$ cat config.mk
export PLATFORM = sky130hd
export DESIGN_NAME = sram_controller
export DESIGN_NICKNAME = d
export VERILOG_FILES = /design/src/rtl/sram_controller.sv
export SDC_FILE = /design/constraint.sdc
export NUM_CORES = 1
export LEC_CHECK = 0
export ABC_AREA = 1
export CAP_MARGIN = 5
export CORE_MARGIN = 2
export CORE_UTILIZATION = 46
export DETAILED_ROUTE_END_ITERATION = 8
export PLACE_DENSITY = 0.91
export SYNTH_ARGS = -nofsm -noshare
export SYNTH_HDL_FRONTEND = slang
export SYNTH_SLANG_ARGS = --single-unit
$ cat constraint.sdc
create_clock -name clk -period 8.4 [get_ports clk]
set_clock_uncertainty 0.1 [all_clocks]
set_input_delay 1.26 -clock clk [delete_from_list [all_inputs] [get_ports clk]]
set_output_delay 1.26 -clock clk [all_outputs]
set_load 0.05 [all_outputs]
$ cat src/rtl/sram_controller.sv
// Bridges a single-cycle 32-bit MEM-stage access onto a 16-bit external SRAM.
// Each access issues two half-word transfers, then WAIT_CYCLES idle cycles, then a one-cycle ready pulse.
module sram_controller #(
    parameter int WAIT_CYCLES = 3
) (
    input  logic        clk,
    input  logic        rst,
    input  logic        wr_en,
    input  logic        rd_en,
    input  logic [31:0] address,
    input  logic [31:0] write_data,
    output logic [31:0] read_data,
    output logic        ready,
    output logic [17:0] sram_addr,
    output logic [15:0] sram_dq_out,
    output logic        sram_dq_oe,
    input  logic [15:0] sram_dq_in,
    output logic        sram_we_n
);

    localparam int CNT_LAST = 1 + WAIT_CYCLES;
    localparam int CNT_W    = $clog2(CNT_LAST + 1);

    typedef enum logic [1:0] {
        IDLE   = 2'd0,
        ACCESS = 2'd1,
        DONE   = 2'd2
    } state_t;

    state_t             state_q, state_d;
    logic [CNT_W-1:0]   cnt_q, cnt_d;
    logic               op_wr_q, op_wr_d;
    logic [16:0]        idx_q, idx_d;
    logic [31:0]        wdata_q, wdata_d;
    logic [31:0]        read_data_q, read_data_d;

    logic               req;
    logic [16:0]        word_idx;
    logic               ready_fsm;
    logic               in_access;
    logic               lo_phase;
    logic               hi_phase;
    logic               drive;
    logic               unused_addr_bits;

    // The SRAM window starts at byte 1024; since 1024 is word-aligned the
    // subtraction only needs to be done on the word-index bits.
    assign word_idx         = address[18:2] - 17'd256;
    assign unused_addr_bits = ^{address[31:19], address[1:0]};
    assign req              = wr_en | rd_en;

    always_comb begin
        state_d     = state_q;
        cnt_d       = cnt_q;
        op_wr_d     = op_wr_q;
        idx_d       = idx_q;
        wdata_d     = wdata_q;
        read_data_d = read_data_q;
        ready_fsm   = 1'b0;

        case (state_q)
            IDLE: begin
                ready_fsm = 1'b1;
                if (req) begin
                    // A simultaneous wr_en/rd_en is resolved as a write.
                    ready_fsm = 1'b0;
                    state_d   = ACCESS;
                    cnt_d     = '0;
                    op_wr_d   = wr_en;
                    idx_d     = word_idx;
                    wdata_d   = write_data;
                end
            end
            ACCESS: begin
                if (!op_wr_q && cnt_q == CNT_W'(0)) begin
                    read_data_d[15:0] = sram_dq_in;
                end
                if (!op_wr_q && cnt_q == CNT_W'(1)) begin
                    read_data_d[31:16] = sram_dq_in;
                end
                if (cnt_q == CNT_W'(CNT_LAST)) begin
                    state_d = DONE;
                end else begin
                    cnt_d = cnt_q + CNT_W'(1);
                end
            end
            DONE: begin
                ready_fsm = 1'b1;
                cnt_d     = '0;
                state_d   = IDLE;
            end
            default: begin
                state_d = IDLE;
                cnt_d   = '0;
            end
        endcase
    end

    always_ff @(posedge clk or negedge rst) begin
        if (!rst) begin
            state_q     <= IDLE;
            cnt_q       <= '0;
            read_data_q <= '0;
        end else begin
            state_q     <= state_d;
            cnt_q       <= cnt_d;
            read_data_q <= read_data_d;
        end
    end

    // Latched request payload; only observed while in ACCESS, so no reset needed.
    always_ff @(posedge clk) begin
        op_wr_q <= op_wr_d;
        idx_q   <= idx_d;
        wdata_q <= wdata_d;
    end

    assign in_access = (state_q == ACCESS);
    assign lo_phase  = (cnt_q == CNT_W'(0));
    assign hi_phase  = (cnt_q == CNT_W'(1));
    assign drive     = in_access & op_wr_q & (lo_phase | hi_phase);

    // Strobe and bus enable share one term so we_n can never fall with oe low.
    assign sram_we_n   = ~drive;
    assign sram_dq_oe  = drive;
    assign sram_dq_out = drive ? (lo_phase ? wdata_q[15:0] : wdata_q[31:16]) : 16'h0000;
    assign sram_addr   = in_access ? {idx_q, ~lo_phase} : 18'h00000;
    assign read_data   = read_data_q;
    assign ready       = ~rst | ready_fsm;

endmodule

==> summary.txt, run 1 <==
Critical path
  • Max incr delay on CP: 0.76 ns
  • Critical path arrival: 3.09 ns
  • Critical path's slowest cell: clkdlybuf4s50_1
  • Crit Path Max Fanout: 38
  • CP Class: in2out
  • Crit path required time: 7.04 ns
  • Crit-path most repeated cell: clkdlybuf4s50_1
  • CP Buf/Inv Count: 3
  • Setup crit end kind: output pin
  • Worst path cell trace: clkdlybuf4s50_1, buf_4, o211ai_1, clkdlybuf4s50_1
  • CP Launch Type: input pin
  • Crit-path leading delay family: buffers and inverters

Placement
  • Gpl congestion: 0.775
  • Post-DP HPWL: 6290 µm
  • PortBufs: 137
  • DP Worst Slack: 3.93 ns
  • Placed insts: 599
  • Placed cell area: 0.00514 mm²

Clock network
  • Clock Pin Slew Worst Setup and Hold Paths: 0.08 ns
  • Num Clock Sinks: 87
  • # resized after CTS: 0
  • Post-CTS Hold Buffers: 0
  • # Post-CTS Setup Buffers: 0
  • CTS tree: built
  • Root buf cell: clkbuf_8
  • Clk buf depth: 2
  • Clk Latency, worst-skew pair: 0.34 ns
  • Total CTS buffers: 9
  • CTS H-tree depth: 3

Synth
  • Async S/R FF share, synth: 42.5%
  • Avg Inst Size Synth: 9.98 µm²
  • Synth Flop Type: edfxtp_1
  • Synth unique cells: 24
  • Synthesized net count: 459
  • Sequential-to-total area share from yosys stat: 65.6%
  • Synthesized instance count: 371
  • #FFs+latches synth: 87
  • Syn Std Cell Area: 0.00370 mm²
  • Yosys Warn Count: 0
  • Post-synth EDFFs: 50

STA
  • Slew headroom: 49.7%
  • RSZ-0062 raised after global routing: no
  • Fin Setup TNS: 0 ns
  • Worst Max-Slew Pin Slew: 0.754 ns
  • Max frequency: 0.225 GHz
  • Final period util: 53.0%
  • WHS: 0.391 ns
  • Final hold vios: 0
  • Max-slew violations: 0
  • Final min period: 4.45 ns
  • Count of final setup violators: 0
  • Setup ws final: 3.95 ns

Layout
  • Final nets: 596
  • Layout cells sized above 1: 4.48%
  • Commonest non-fill, non-tap cell in the layout: clkdlybuf4s50_1
  • Layout Cells excl Fill: 615
  • Most frequent cells in the layout: clkdlybuf4s50_1 (137), nand2_1 (100), inv_1 (64), edfxtp_1 (50), dfrtp_1 (37)
  • Design Area, Final: 0.00533 mm²
  • Layout area overhead: 43.9%
  • Antenna Cells: 0

Floorplan
  • Die Area: 0.00878 mm²
  • Die X: 93.7 µm
  • # rows: 32
  • Core box area: 0.00777 mm²
  • IO Pins: 153
  • Initial core utilization: 47.6%
  • Die Y: 93.7 µm

Pwr
  • Maximum VDD drop: 0.204 mV
  • Lkg Pwr: 2.42 nW
  • Pwr dens: 408 mW/mm²

Detailed routing
  • DR DRC count: 0
  • TritonRoute pass-1 iters: 7
  • DR vias/cell: 4.79
  • DRT met1 WL: 3300 µm
  • DR WL met3: 339 µm
  • Vias post-DR: 2,948
  • Post-route ant nets: 0
  • Routed wire length: 8830 µm
  • DRT iter0 DRCs: 151
  • DR WL/cell: 14.4 µm
  • DR top layer: met4
  • Met2 WL: 4910 µm

Worst hold path
  • Class of the worst hold path: reg2reg

Global route
  • Vias in the first global route: 2,867
  • Overflow after GRT: 0
  • Initial antenna violation count: 0
  • Pin count of the biggest net entering global routing: 51
  • Overall Global Routing Usage: 20.5%
  • First-pass GRT wire length: 13,600 µm

Job
  • Max_cap viols: 0

Run status
  • Status: completed
-- cell usage after synthesis, types with 2 or more instances --
library cell  number  share of area, %
nand3_1           20               2.7
xnor2_1            4              0.95
nor2_1            30               3.0
o21ai_0            5              0.68
buf_4              4              0.81
ha_1               4               1.4
inv_2              2              0.20
dfrtp_1           37                25
nand2_2            2              0.34
o21ai_1           32               4.3
edfxtp_1          50                41
clkbuf_1           2              0.20
nand2_1          100                10
inv_1             64               6.5
buf_2              6              0.81
-- per-layer routing --
metal  up-vias  GRT usage, %
li1       1442             -
met1      1392          22.3
met2        89          37.9
met3        25          2.81
met4         0          11.4
met5         -             0
-- worst reg2reg max path, delay by kind of cell, from the launching register on --
kind,cells,cell delay [ns]
buf+inv,1,0.08
fa+ha+maj,1,0.64
simple gates,4,1.16
compound gates,1,0.09
flops,1,0.43
-- kinds of logic (layout without fill, tap and decap cells) --
kind of cell             count (synthesis)  after routing  synth area share [%]
AND/OR/NAND/NOR                        157            157                  17.7
AO/OA/AOI/OAI                           39             39                  5.34
buffers and inverters                   79            221                  8.82
XOR/XNOR                                 5              5                  1.18
adder cells (fa/ha/maj)                  4              4                  1.35
flip-flops                              87             87                  65.6
-- worst paths after layout --
path | endpoint | cells after the start | slack (ns) | startpoint
setup / recovery | ready | 4 | 3.95 | rst
max in group asynchronous | state_q[0]$_DFFE_PN0P_ | 2 | 6.62 | rst
hold / removal | read_data[25]$_DFFE_PN0P_ | 2 | 0.39 | read_data[25]$_DFFE_PN0P_
min in group asynchronous | read_data[19]$_DFFE_PN0P_ | 2 | 1.24 | rst
hold reg to reg | read_data[25]$_DFFE_PN0P_ | 2 | 0.39 | read_data[25]$_DFFE_PN0P_
setup reg to reg | read_data[11]$_DFFE_PN0P_ | 7 | 5.76 | cnt_q[0]$_DFFE_PN0P_
-- metrics by stage --
stage | power (mW) | utilization, %
after floorplan | 1.51 | -
after global placement | 1.87 | 66.2
after detailed placement | 1.91 | 66.2
after CTS | 2.19 | 68.6
after global routing | 2.28 | 68.6
final | 2.17 | 68.6
-- power by group --
part | total, mW | internal (mW) | switching (mW)
Combinational | 1.22 | 0.372 | 0.850
Sequential | 0.677 | 0.610 | 0.0674
Clock | 0.274 | 0.137 | 0.138
Total | 2.17 | 1.12 | 1.06
-- registers in the layout (all words and copies together) (netlist names) --
| register | cells |
|---|---|
| read_data | 32 |
| op_wr_q | 1 |
| cnt_q | 3 |
| state_q | 2 |
| idx_q | 17 |
| wdata_q | 32 |
-- cell type report --
type	count	area [µm²]
Clock buffer	12	135
Clock inverter	4	46.3
Fill cell	588	2440
Inverter	66	248
Multi-Input combinational cell	205	955
Sequential cell	87	2430
Tap cell	102	128
Timing Repair Buffer	139	1390
No activity file was read; power rests on OpenSTA's default activity.
==> run 2, diff against run 1 <==
CORE_UTILIZATION = 43   (was 46)
PLACE_DENSITY = 0.86   (was 0.91)
clock period = 4.5 ns   (was 8.4 ns; I/O delays follow)
==> run 2 against run 1 <==
Routed wire length is 0.44% higher. Critical endpoint is now sram_dq_out[9]. Worst setup slack got worse by 3.2 ns. Critical path type is now reg2out. Die area rose by 6.7%. Non-clock buffer count stayed put. Final cell count is 0.49% higher. Via count barely moved.
==> summary.txt, run 2 (synthesized netlist as in run 1, its figures left out) <==
Run status
  • Status: completed

STA
  • Final min period: 3.72 ns
  • Final hold vios: 0 (unchanged)
  • Final period util: 82.7%
  • Count of final setup violators: 0 (unchanged)
  • Max frequency: 0.269 GHz
  • Worst Max-Slew Pin Slew: 0.939 ns (+0.185 ns)
  • Fin Setup TNS: 0 ns (unchanged)
  • Max-slew violations: 0 (unchanged)
  • Slew headroom: 37.2% (-12 points)
  • WHS: 0.309 ns (-0.0814 ns)
  • RSZ-0062 raised after global routing: no

Critical path
  • CP Class: reg2out
  • Crit path required time: 3.72 ns (-3.32 ns)
  • Crit Path Max Fanout: 19 (-50%)
  • CP Launch Type: flip-flop
  • Reg2reg setup slack: 1.78 ns (-3.98 ns)
  • Critical path arrival: 2.95 ns (-0.14 ns)
  • Setup crit end kind: output pin

Pwr
  • Pwr dens: 766 mW/mm² (+88%)
  • Design Power: 4.11 mW (+89%)
  • P_int: 2.12 mW (+90%)
  • Switching power: 1.98 mW (+88%)
  • Part of the power in registers: 30.8% (-0.4 points)
  • Lkg Pwr: 2.44 nW (+1.1%)
  • Clock share of power: 13.6% (+1.0 points)
  • Net Sw Frac: 48.3% (-0.22 points)
  • Maximum VDD drop: 0.325 mV (+59%)
  • Logic pwr share: 55.6% (-0.6 points)

Floorplan
  • Die X: 96.8 µm (+3.3%)
  • Core box area: 0.00830 mm² (+6.8%)
  • Die Area: 0.00937 mm² (+6.7%)
  • Initial core utilization: 44.6% (-3.1 points)
  • Die Y: 96.8 µm (+3.3%)
  • IO Pins: 153 (unchanged)
  • # rows: 33 (+3.1%)

Layout
  • Most frequent cells in the layout: clkdlybuf4s50_1 (136), nand2_1 (100), inv_1 (64), edfxtp_1 (50), dfrtp_1 (37)
  • Commonest non-fill, non-tap cell in the layout: clkdlybuf4s50_1
  • Layout cells sized above 1: 5.46% (+0.97 points)
  • Final nets: 596 (unchanged)
  • Antenna Cells: 0 (unchanged)
  • Number of fill cells: 662 (+13%)
  • Final Core Density: 64.6% (-4.0 points)
  • Layout area overhead: 44.8%

Detailed routing
  • DR vias/cell: 4.77 (-0.55%)
  • Vias post-DR: 2,946 (-0.068%)
  • Post-route ant nets: 0 (unchanged)
  • DR DRC count: 0 (unchanged)
  • Routed wire length: 8870 µm (+0.44%)
  • TritonRoute pass-1 iters: 4 (-3)
  • DR WL/cell: 14.3 µm (about the same)
  • DRT iter0 DRCs: 111 (-26%)

Clock network
  • Root buf cell: clkbuf_8
  • CTS H-tree depth: 3 (unchanged)
  • Num Clock Sinks: 87 (unchanged)
  • Clock Pin Slew Worst Setup and Hold Paths: 0.09 ns (about the same)
  • # Post-CTS Setup Buffers: 0 (unchanged)
  • CTS tree: built
  • Post-CTS Hold Buffers: 0 (unchanged)
  • Total CTS buffers: 9 (unchanged)
  • Clk Latency, worst-skew pair: 0.34 ns (about the same)
  • # resized after CTS: 0 (unchanged)
  • Clk buf depth: 2 (unchanged)

Global route
  • Pin count of the biggest net entering global routing: 38 (-25%)
  • Vias in the first global route: 2,979 (+3.9%)
  • Overall Global Routing Usage: 19.5% (-1.0 points)
  • Overflow after GRT: 0 (unchanged)
  • Initial antenna violation count: 0 (unchanged)
  • First-pass GRT wire length: 14,400 µm (+5.7%)

Placement
  • Post-DP HPWL: 6430 µm (+2.1%)
  • PortBufs: 137 (unchanged)
  • Gpl congestion: 0.816 (+5.2%)

Job
  • Max_cap viols: 0 (unchanged)

Worst hold path
  • Class of the worst hold path: in2async
[run 2: changes by cell type in the layout (fill, tap and decap cells not counted), sizes merged]
cell | previous run | this run
bufinv | 1 | 0
clkbuf | 12 | 13
clkdlybuf4s50 | 137 | 136
buf | 2 | 3
clkinvlp | 1 | 0
inv | 66 | 67
[run 2: cell type report]
cell class / instances / area (µm²) / share of cell area [%]
Multi-Input combinational cell: 205 / 955 / 17.8
Inverter: 66 / 248 / 4.62
Timing Repair Buffer: 139 / 1380 / 25.8
Sequential cell: 87 / 2430 / 45.3
Clock inverter: 3 / 20.0 / 0.374
Clock buffer: 13 / 195 / 3.64
Tap cell: 105 / 131 / 2.45
[run 2: worst paths after layout]
| check | from | endpoint | depth (start not counted) |
|---|---|---|---|
| max | cnt_q[1]$_DFFE_PN0P_ | sram_dq_out[9] | 8 |
| min | rst | read_data[11]$_DFFE_PN0P_ | 2 |
| max reg2reg | cnt_q[1]$_DFFE_PN0P_ | read_data[8]$_DFFE_PN0P_ | 7 |
| min reg2reg | read_data[23]$_DFFE_PN0P_ | read_data[23]$_DFFE_PN0P_ | 2 |
| max in group asynchronous | rst | read_data[29]$_DFFE_PN0P_ | 2 |
| min in group clk | read_data[23]$_DFFE_PN0P_ | read_data[23]$_DFFE_PN0P_ | 2 |
[run 2: worst max-delay path: stages, from the launching register on]
cell and delay (ns):
dfrtp_1 0.40, inv_1 0.10, ha_1 0.64, nand2_2 0.41, nand2_1 0.16, nand2_1 0.07, nand2_1 0.07, inv_1 0.04
clkdlybuf4s50_1 0.70
[run 2: through the flow]
stage                     area [µm²]  worst slack [ns]  cells
after global placement          5140              1.20    602
after CTS                       5360             0.746    618
after global routing            5360             0.552    618
final                           5360             0.780    618
after detailed placement        5140              1.14    602
after floorplan                 3700              1.11    371
[run 2: power by group through the flow]
| stage | clock [mW] | sequential (mW) | combinational [mW] |
|---|---|---|---|
| after floorplan | 0 | 1.77 | 1.05 |
| after global placement | 0 | 1.26 | 2.24 |
| after detailed placement | 0 | 1.28 | 2.29 |
| after CTS | 0.572 | 1.27 | 2.30 |
| after global routing | 0.605 | 1.30 | 2.42 |
| final | 0.560 | 1.26 | 2.28 |
[run 2: routing by layer]
metal	part of all wire [%]	wire, µm	track usage, %	vias to the layer above
li1	-	-	-	1446
met1	38	3380	21.2	1400
met2	55	4890	35.7	79
met3	3.7	329	4.12	21
met4	3.1	274	9.43	0
met5	0	0	0	-
